File: src/rtl/led_data_formatter_if.sv
// Write/result bus between the CPU-side writer and the display data formatter.
//   wr_en, wr_data, mode     : write request from the master
//   busy, done, disp_data, ovf : status and formatted result from the slave
interface led_data_formatter_if;
    logic        wr_en;
    logic [31:0] wr_data;
    logic        mode;
    logic        busy;
    logic        done;
    logic [31:0] disp_data;
    logic        ovf;

    modport master (
        output wr_en, wr_data, mode,
        input  busy, done, disp_data, ovf
    );

    modport slave (
        input  wr_en, wr_data, mode,
        output busy, done, disp_data, ovf
    );
endinterface

File: src/rtl/led_data_formatter.sv
// Formats a 32-bit value into the 8-nibble word for the seven-segment driver.
// Hex mode passes the value through; decimal mode runs a 32-step shift-add-3
// binary-to-BCD conversion and shows EEEEEEEE with ovf=1 above 99,999,999.
//   clk, rst : clock, asynchronous active-high reset
//   bus      : slave side of led_data_formatter_if (write in, result out)
module led_data_formatter (
    input  logic                    clk,
    input  logic                    rst,
    led_data_formatter_if.slave     bus
);
    localparam int unsigned DATA_W  = 32;
    localparam int unsigned BCD_W   = 40;
    localparam int unsigned DIGITS  = BCD_W / 4;
    localparam int unsigned CNT_W   = 5;
    localparam logic [DATA_W-1:0] OVF_PATTERN = 32'hEEEE_EEEE;

    typedef enum logic [1:0] {
        IDLE   = 2'd0,
        CONV   = 2'd1,
        FINISH = 2'd2
    } state_t;

    state_t             state, state_n;
    logic [DATA_W-1:0]  bin, bin_n;
    logic [BCD_W-1:0]   bcd, bcd_n;
    logic [CNT_W-1:0]   cnt, cnt_n;
    logic               mode_q, mode_n;
    logic               busy_q, busy_n;
    logic               done_q, done_n;
    logic [DATA_W-1:0]  disp_q, disp_n;
    logic               ovf_q, ovf_n;
    logic [BCD_W-1:0]   bcd_adj;

    // Double-dabble correction: every digit >= 5 gets +3 before the shift
    always_comb begin
        bcd_adj = bcd;
        for (int i = 0; i < int'(DIGITS); i++) begin
            if (bcd[4*i +: 4] >= 4'd5) begin
                bcd_adj[4*i +: 4] = 4'(bcd[4*i +: 4] + 4'd3);
            end
        end
    end

    // State register and all datapath/output registers
    always_ff @(posedge clk or posedge rst) begin
        if (rst) begin
            state  <= IDLE;
            bin    <= '0;
            bcd    <= '0;
            cnt    <= '0;
            mode_q <= 1'b0;
            busy_q <= 1'b0;
            done_q <= 1'b0;
            disp_q <= '0;
            ovf_q  <= 1'b0;
        end else begin
            state  <= state_n;
            bin    <= bin_n;
            bcd    <= bcd_n;
            cnt    <= cnt_n;
            mode_q <= mode_n;
            busy_q <= busy_n;
            done_q <= done_n;
            disp_q <= disp_n;
            ovf_q  <= ovf_n;
        end
    end

    // Next-state and next-register logic
    always_comb begin
        state_n = state;
        bin_n   = bin;
        bcd_n   = bcd;
        cnt_n   = cnt;
        mode_n  = mode_q;
        busy_n  = busy_q;
        done_n  = 1'b0;
        disp_n  = disp_q;
        ovf_n   = ovf_q;

        unique case (state)
            IDLE: begin
                // busy is still high in the done cycle, so that cycle drops writes
                busy_n = 1'b0;
                if (bus.wr_en && !busy_q) begin
                    bin_n   = bus.wr_data;
                    mode_n  = bus.mode;
                    bcd_n   = '0;
                    cnt_n   = '0;
                    busy_n  = 1'b1;
                    state_n = bus.mode ? CONV : FINISH;
                end
            end
            CONV: begin
                {bcd_n, bin_n} = {bcd_adj[BCD_W-2:0], bin, 1'b0};
                cnt_n = CNT_W'(cnt + 1'b1);
                if (cnt == CNT_W'(31)) begin
                    state_n = FINISH;
                end
            end
            FINISH: begin
                done_n  = 1'b1;
                state_n = IDLE;
                if (!mode_q) begin
                    disp_n = bin;
                    ovf_n  = 1'b0;
                end else if (bcd[BCD_W-1:DATA_W] != '0) begin
                    disp_n = OVF_PATTERN;
                    ovf_n  = 1'b1;
                end else begin
                    disp_n = bcd[DATA_W-1:0];
                    ovf_n  = 1'b0;
                end
            end
            default: begin
                state_n = IDLE;
                busy_n  = 1'b0;
            end
        endcase
    end

    assign bus.busy      = busy_q;
    assign bus.done      = done_q;
    assign bus.disp_data = disp_q;
    assign bus.ovf       = ovf_q;
endmodule

File: src/flat_wrapper.sv
// flat-port wrapper written by rule: the top's interface ports become plain ports
module led_data_formatter_flat 
  (clk, rst, bus_wr_en, bus_wr_data, bus_mode, bus_busy, bus_done, bus_disp_data, bus_ovf);
  led_data_formatter_if bus_i ();
  input  logic clk;
  input  logic rst;
  input wire logic [$bits(bus_i.wr_en)-1:0] bus_wr_en;
  input wire logic [$bits(bus_i.wr_data)-1:0] bus_wr_data;
  input wire logic [$bits(bus_i.mode)-1:0] bus_mode;
  output wire logic [$bits(bus_i.busy)-1:0] bus_busy;
  output wire logic [$bits(bus_i.done)-1:0] bus_done;
  output wire logic [$bits(bus_i.disp_data)-1:0] bus_disp_data;
  output wire logic [$bits(bus_i.ovf)-1:0] bus_ovf;
  assign bus_i.wr_en = bus_wr_en;
  assign bus_i.wr_data = bus_wr_data;
  assign bus_i.mode = bus_mode;
  assign bus_busy = bus_i.busy;
  assign bus_done = bus_i.done;
  assign bus_disp_data = bus_i.disp_data;
  assign bus_ovf = bus_i.ovf;
  led_data_formatter u_core (.clk(clk), .rst(rst), .bus(bus_i));
endmodule
File: config.mk
export PLATFORM = sky130hd
export DESIGN_NAME = led_data_formatter_flat
export DESIGN_NICKNAME = d
export VERILOG_FILES = /design/src/rtl/led_data_formatter_if.sv /design/src/rtl/led_data_formatter.sv /design/src/flat_wrapper.sv
export SDC_FILE = /design/constraint.sdc
export NUM_CORES = 1
export LEC_CHECK = 0
export ABC_CLOCK_PERIOD_IN_PS = 4000
export BUFFER_PORTS_ARGS = -buffer_cell sky130_fd_sc_hd__buf_4
export CAP_MARGIN = 10
export CORE_UTILIZATION = 30
export DETAILED_ROUTE_END_ITERATION = 8
export MAX_ROUTING_LAYER = met4
export PLACE_DENSITY = 0.46
export SLEW_MARGIN = 10
export SYNTH_ARGS = -nofsm -noshare
export SYNTH_HDL_FRONTEND = slang
export SYNTH_SLANG_ARGS = --single-unit
File: constraint.sdc
create_clock -name clk -period 4 [get_ports clk]
set_input_delay 0.4 -clock clk [delete_from_list [all_inputs] [get_ports clk]]
set_output_delay 0.4 -clock clk [all_outputs]
set_load 0.05 [all_outputs]
# --- Word level (Yosys, flattened, before mapping) ---
# Cells that the tools add are included.
totals:
  reg_bits: 115
  latch_bits: 0
  mem_bits_rw: 0
  romBits: 0
  inputBits: 36
  output_inout_bits: 35
  word_cells: 71
  memories: 0
classes:
  addsub: 11
  mul: 0
  div_mod_pow: 0
  magnitude_cmp: 10
  n_eq_ne: 5
  n_shift: 0
  n_mux: 27
  n_bitwise: 0
  n_reduce_logical: 9
op_table:
  columns: ["operator", "n"]
  rows:
  - ["$mux W32", 3]
  - ["$pmux W40 S2", 1]
  - ["$pmux W32 S2", 1]
  - ["$ge A4 B3 Y1 const B", 10]
  - ["$mux W40", 1]
  - ["$add A4 B2 Y4 const B", 9]
  - ["$mux W4", 9]
  - ["$pmux W5 S2", 1]
  - ["$reduce_bool A8 Y1", 1]
  - ["$mux W2", 3]
  - ["$reduce_and A2 Y1", 3]
  - ["$add A5 B1 Y5 const B", 1]
  - ["$eq A5 B5 Y1 const B", 1]
  - ["$mux W5", 1]
  - ["$mux W1", 4]
  - ["$ne A2 B1 Y1 const B", 2]
  - ["$pmux W2 S2", 1]
  - ["$add A3 B2 Y3 const B", 1]
  - ["$mux W3", 1]
  - ["$eq A2 B1 Y1 const B", 1]
  - ["$eq A2 B2 Y1 const B", 1]
  - ["$logic_not A2 Y1", 1]
  - ["$pmux W1 S2", 1]
  - ["$reduce_bool A2 Y1", 1]
  - ["other kinds (3)", 3]

# --- Logic depth before layout (Yosys ltp) ---
logic_depth:
  ltp_word: 4
  mapped_depth: 9
  ltp_nobuf: 7

# --- Least setup slack after synthesis ---
# No wires, ideal clock.
synth_path:
  kind: "flip-flop to flip-flop"
  start: "reg u_core.busy_q, in the netlist u_core.bus.busy"
  end: "reg u_core.cnt[3]"
  setup_ps: 132
  t_arrival_ps: 1543
  required_time_ps: 3868
  setup_slack_ps: 2325
  path_stages_with_launch: 7
  path_buffers: 2
  period_less_slack_ps: 1675
  path_cell_list: "dfrtp_1 > nand2b_1 > a21o_1 > buf_2 > clkbuf_1 > o21ai_0 > o31ai_1"
synth_via:
  elab_chain_len: 4
synth_lines:
  columns: ["element", "line_no", "text"]
  rows:
  - ["start: declaration", "led_data_formatter.sv:28", "logic busy_q, busy_n;"]
  - ["start signal: assignment", "led_data_formatter.sv:62", "busy_q <= busy_n;"]
  - ["$logic_not A1 Y1", "led_data_formatter.sv:85", "if (bus.wr_en && !busy_q) begin"]
  - ["$logic_and A1 B1 Y1", "led_data_formatter.sv:85", null]
  - ["$ne A2 B1 Y1 (no source line)", null, null]
  - ["$reduce_and A2 Y1 (no source line)", null, null]
  - ["end signal: assignment", "led_data_formatter.sv:60", "cnt <= cnt_n;"]
  - ["end: declaration", "led_data_formatter.sv:26", "logic [CNT_W-1:0] cnt, cnt_n;"]
# Every way passes these cells.
# A chain may end at the register's enable or synchronous reset.

# --- Final worst setup path ---
layout_path:
  start: "reg u_core.bcd[36]"
  end: "reg u_core.disp_q[21], in the netlist u_core.bus.disp_data[21]"
layout_via:
  elab_chain_len: 3
layout_lines:
  columns: ["element", "line_no", "text"]
  rows:
  - ["start: declaration", "led_data_formatter.sv:25", "logic [BCD_W-1:0] bcd, bcd_n;"]
  - ["start signal: assignment", "led_data_formatter.sv:59", "bcd <= bcd_n;"]
  - ["$reduce_bool A8 Y1", "led_data_formatter.sv:107", "end else if (bcd[BCD_W-1:DATA_W] != '0) begin"]
  - ["$mux W32", "led_data_formatter.sv:107", null]
  - ["$mux W32", "led_data_formatter.sv:104", "if (!mode_q) begin"]
  - ["end signal: assignment", "led_data_formatter.sv:64", "disp_q <= disp_n;"]
  - ["end: declaration", "led_data_formatter.sv:30", "logic [DATA_W-1:0] disp_q, disp_n;"]
# Every way passes these cells.

==> results.txt <==
----------------------------------------------------
[Route]
  Wire length after detailed routing ... 14100 um
  DR pass1 iterations ... 6
  Final routed wire length divided by cell count ... 15.4 um
  Initial DRC count ... 264
  Post-DR vias/cell ... 4.89
  DRC ... 0
  Total via count after detailed routing ... 4466
  Detail Route Antenna Nets ... 0

[Logic synthesis]
  Sequential-to-total area share from yosys stat ... 48.6%
  Most used DFF post-synth ... sky130_fd_sc_hd__dfrtp_1
  Count of flip-flops with a built-in enable after synthesis ... 0
  Number of distinct library cell variants in the gate-level netlist after synthesis ... 37
  Flops & latches, synth ... 115
  Share of async-settable or async-resettable flops after synthesis ... 100%
  Post-synth net total ... 641
  Cell count after synthesis ... 579
  Post-Syn Area per Cell ... 10.2 um^2
  Synth warnings ... 0
  Mapped cell area ... 5920 um^2

[Layout]
  Number of fillers in the final layout ... 1964
  Most used cells in the layout excluding fill and tap cells ... sky130_fd_sc_hd__dfrtp_1 (115), sky130_fd_sc_hd__buf_4 (80), sky130_fd_sc_hd__o21ai_0 (73), sky130_fd_sc_hd__inv_1 (48), sky130_fd_sc_hd__mux2i_1 (42)
  Antenna cells ... 0
  Final design area excluding fillers ... 7220 um^2
  Leading cell type in the layout, fill and taps excluded ... sky130_fd_sc_hd__dfrtp_1
  Number of nets in the finished design ... 701
  Share of layout cells above drive strength 1 ... 20.5%
  Area growth from synthesis to final layout ... 22.0%

[Worst setup path]
  Highest cell delay on the worst timing path ... 730 ps
  Worst setup path startpoint ... u_core.bcd[36]
  Crit-path max FO ... 16
  Sort of element at the start of the critical path ... flop
  Series of cell instances along the critical path ... inv_1 -> ha_1 -> nor4b_2 -> and3b_1 -> and3_2 -> o22ai_1
  Reg-to-Reg Start ... u_core.bcd[36]
  Master of the slowest instance on the critical path ... sky130_fd_sc_hd__and3b_1
  Data arrival at the endpoint of the critical path ... 2450 ps
  Required time at the endpoint of the critical path ... 4250 ps
  Nature of the critical path endpoint ... flop
  Crit Path Class ... flop to flop

[Floorplanning]
  I/O pin cnt ... 71
  Die footprint ... 20300 um^2
  Initial Utilization ... 30.5%
  Placeable core region ... 19400 um^2
  Height of the die ... 142 um
  Number of cell rows ... 51
  Width of the die ... 142 um

[CTS]
  Max Buffers Root-to-Sink ... 2
  Clock tree root buffer cell ... sky130_fd_sc_hd__clkbuf_16
  TritonCTS clock tree ... yes
  Insertion delay to the later sink of the worst-skew pair ... 420 ps
  Hold-fix buffers, CTS ... 0
  Post-CTS Setup Inserts ... 0
  Total CTS buffers ... 17
  Clock sinks ... 115
  Max H-tree Level ... 4
  Clock transition at path regs ... 50 ps
  Number of gates resized after CTS ... 0

[Timing]
  Max Clk Rate ... 453 MHz
  Slew @ Worst Pin ... 1170 ps
  Count of final setup violators ... 0
  Minimum period implied by the final worst setup slack ... 2210 ps
  Worst slew slack as a fraction of its limit ... 21.7%
  RSZ-0062 raised after global routing ... no
  Post-route fraction of the period consumed by the critical path ... 55.2%
  Fin. Hold Viols ... 0
  Post-route setup TNS ... 0 ps
  Number of slew-limit violations in the final report ... 0
  Max Clock Skew ... 7.89 ps

[Run]
  Max-capacitance violation count ... 0

[Power and ir drop]
  Leakage power of the design ... 3.25 nW
  Sum of internal, switching and leakage power ... 5.77 mW
  Power per Cell Area ... 799 nW/um^2
  Largest voltage drop on the vdd net ... 0.480 mV

[Placed design]
  Total of buffers placed on input and output ports ... 70
  Instance area at placement ... 6680 um^2
  HPWL after DPL ... 8950 um
  Final estimated routing congestion in global placement ... 0.802

[GRT]
  First-pass GRT wire length ... 23300 um
  Aggregate global-route resource usage ... 15.3%
  Grt ovf ... 0
  Number of antenna violations at the first check in global routing ... 0
  Maximum number of pins on one net before global-route repair ... 67
  Via count of the first global-routing pass ... 4539

[Min path]
  Worst Hold Class ... input pin to async pin

[Run status]
  Status ... finished clean

----------------------------------------------------
critical path: cells and delay by family (launching register included):
family          cells  cell delay [ps]
buf+inv             1              150
fa+ha+maj           1              180
flops               1              380
simple gates        3             1260
compound gates      1               70
per-stage QoR:
step	util (%)	instances	hold slack (ps)	setup WS, ps
after floorplan	-	579	438	556
after global placement	34.4	885	470	1890
after detailed placement	34.4	885	466	1800
after CTS	37.2	914	149	1770
after global routing	37.2	914	185	1560
final	37.2	914	124	1790
power by group:
group          internal (mW)  total (mW)  switching (mW)
clock                  0.902        1.41           0.510
sequential              1.54        1.83           0.290
combinational          0.857        2.53            1.67
total                   3.30        5.77            2.47
layout make-up:
cell class	count	area, um^2	area share, %
flip-flops and latches	115	2880	39.8
clock buffers	23	488	6.76
clock inverters	6	55.1	0.762
multi-input cells	376	2680	37.1
well taps	265	332	4.59
repair buffers	80	601	8.32
inverters	49	186	2.58
path summary, 6_finish.rpt:
path / to / slack, ps / cells after the start
max in group asynchronous: u_core.bcd[38] / 2920 / 3
hold / removal: u_core.bin[10] / 120 / 2
setup reg to reg: u_core.bus.disp_data[21] / 1790 / 6
hold reg to reg: u_core.cnt[3] / 480 / 1
setup / recovery: u_core.bus.disp_data[21] / 1790 / 6
min in group clk: u_core.mode_q / 240 / 2
kinds of logic after synthesis:
family	share of synthesized area, %
mux	7.29
flops	48.6
fa+ha+maj	5.49
buf+inv	6.38
simple gates	10.7
compound gates	19.2
xor+xnor	2.37
flip-flops by register name (all words and copies together) (netlist names):
register and count:
u_core.state 2, u_core.mode_q 1, u_core.bus.done 1, u_core.bcd 40, u_core.bus.ovf 1, u_core.bus.disp_data 32
u_core.bin 32, u_core.cnt 5, u_core.bus.busy 1
cells in the mapped netlist, types with 2 or more instances:
| cell type | count | area, um^2 |
|---|---|---|
| sky130_fd_sc_hd__o21ai_0 | 73 | 365 |
| sky130_fd_sc_hd__nor3b_1 | 11 | 82.6 |
| sky130_fd_sc_hd__mux2i_1 | 42 | 420 |
| sky130_fd_sc_hd__a22o_1 | 13 | 114 |
| sky130_fd_sc_hd__nand2b_1 | 12 | 75.1 |
| sky130_fd_sc_hd__buf_2 | 14 | 70.1 |
| sky130_fd_sc_hd__a21oi_1 | 24 | 120 |
| sky130_fd_sc_hd__a31oi_1 | 8 | 50.1 |
| sky130_fd_sc_hd__a32o_1 | 9 | 90.1 |
| sky130_fd_sc_hd__o32ai_1 | 6 | 52.6 |
| sky130_fd_sc_hd__o22ai_1 | 38 | 238 |
| sky130_fd_sc_hd__xor2_1 | 6 | 52.6 |
| sky130_fd_sc_hd__inv_1 | 49 | 184 |
| sky130_fd_sc_hd__nor2_1 | 11 | 41.3 |
| sky130_fd_sc_hd__nand2_1 | 37 | 139 |
| sky130_fd_sc_hd__clkbuf_1 | 21 | 78.8 |
| sky130_fd_sc_hd__nor3b_2 | 9 | 113 |
| sky130_fd_sc_hd__o31ai_1 | 10 | 75.1 |
| sky130_fd_sc_hd__buf_6 | 2 | 22.5 |
| sky130_fd_sc_hd__nor2b_1 | 10 | 62.6 |
| sky130_fd_sc_hd__and3_2 | 6 | 45.0 |
| sky130_fd_sc_hd__and3_1 | 3 | 18.8 |
| sky130_fd_sc_hd__nand3_1 | 3 | 15.0 |
| sky130_fd_sc_hd__xnor2_1 | 10 | 87.6 |
| sky130_fd_sc_hd__ha_1 | 26 | 325 |
| sky130_fd_sc_hd__dfrtp_1 | 115 | 2880 |
per-layer routing:
layer  global-route usage (%)  share of wire (%)
met1                     19.5                 48
met2                     23.6                 47
met3                     3.73                3.8
met4                     5.38                1.1
met5                        -                  0
No activity file was read; power rests on OpenSTA's default activity.
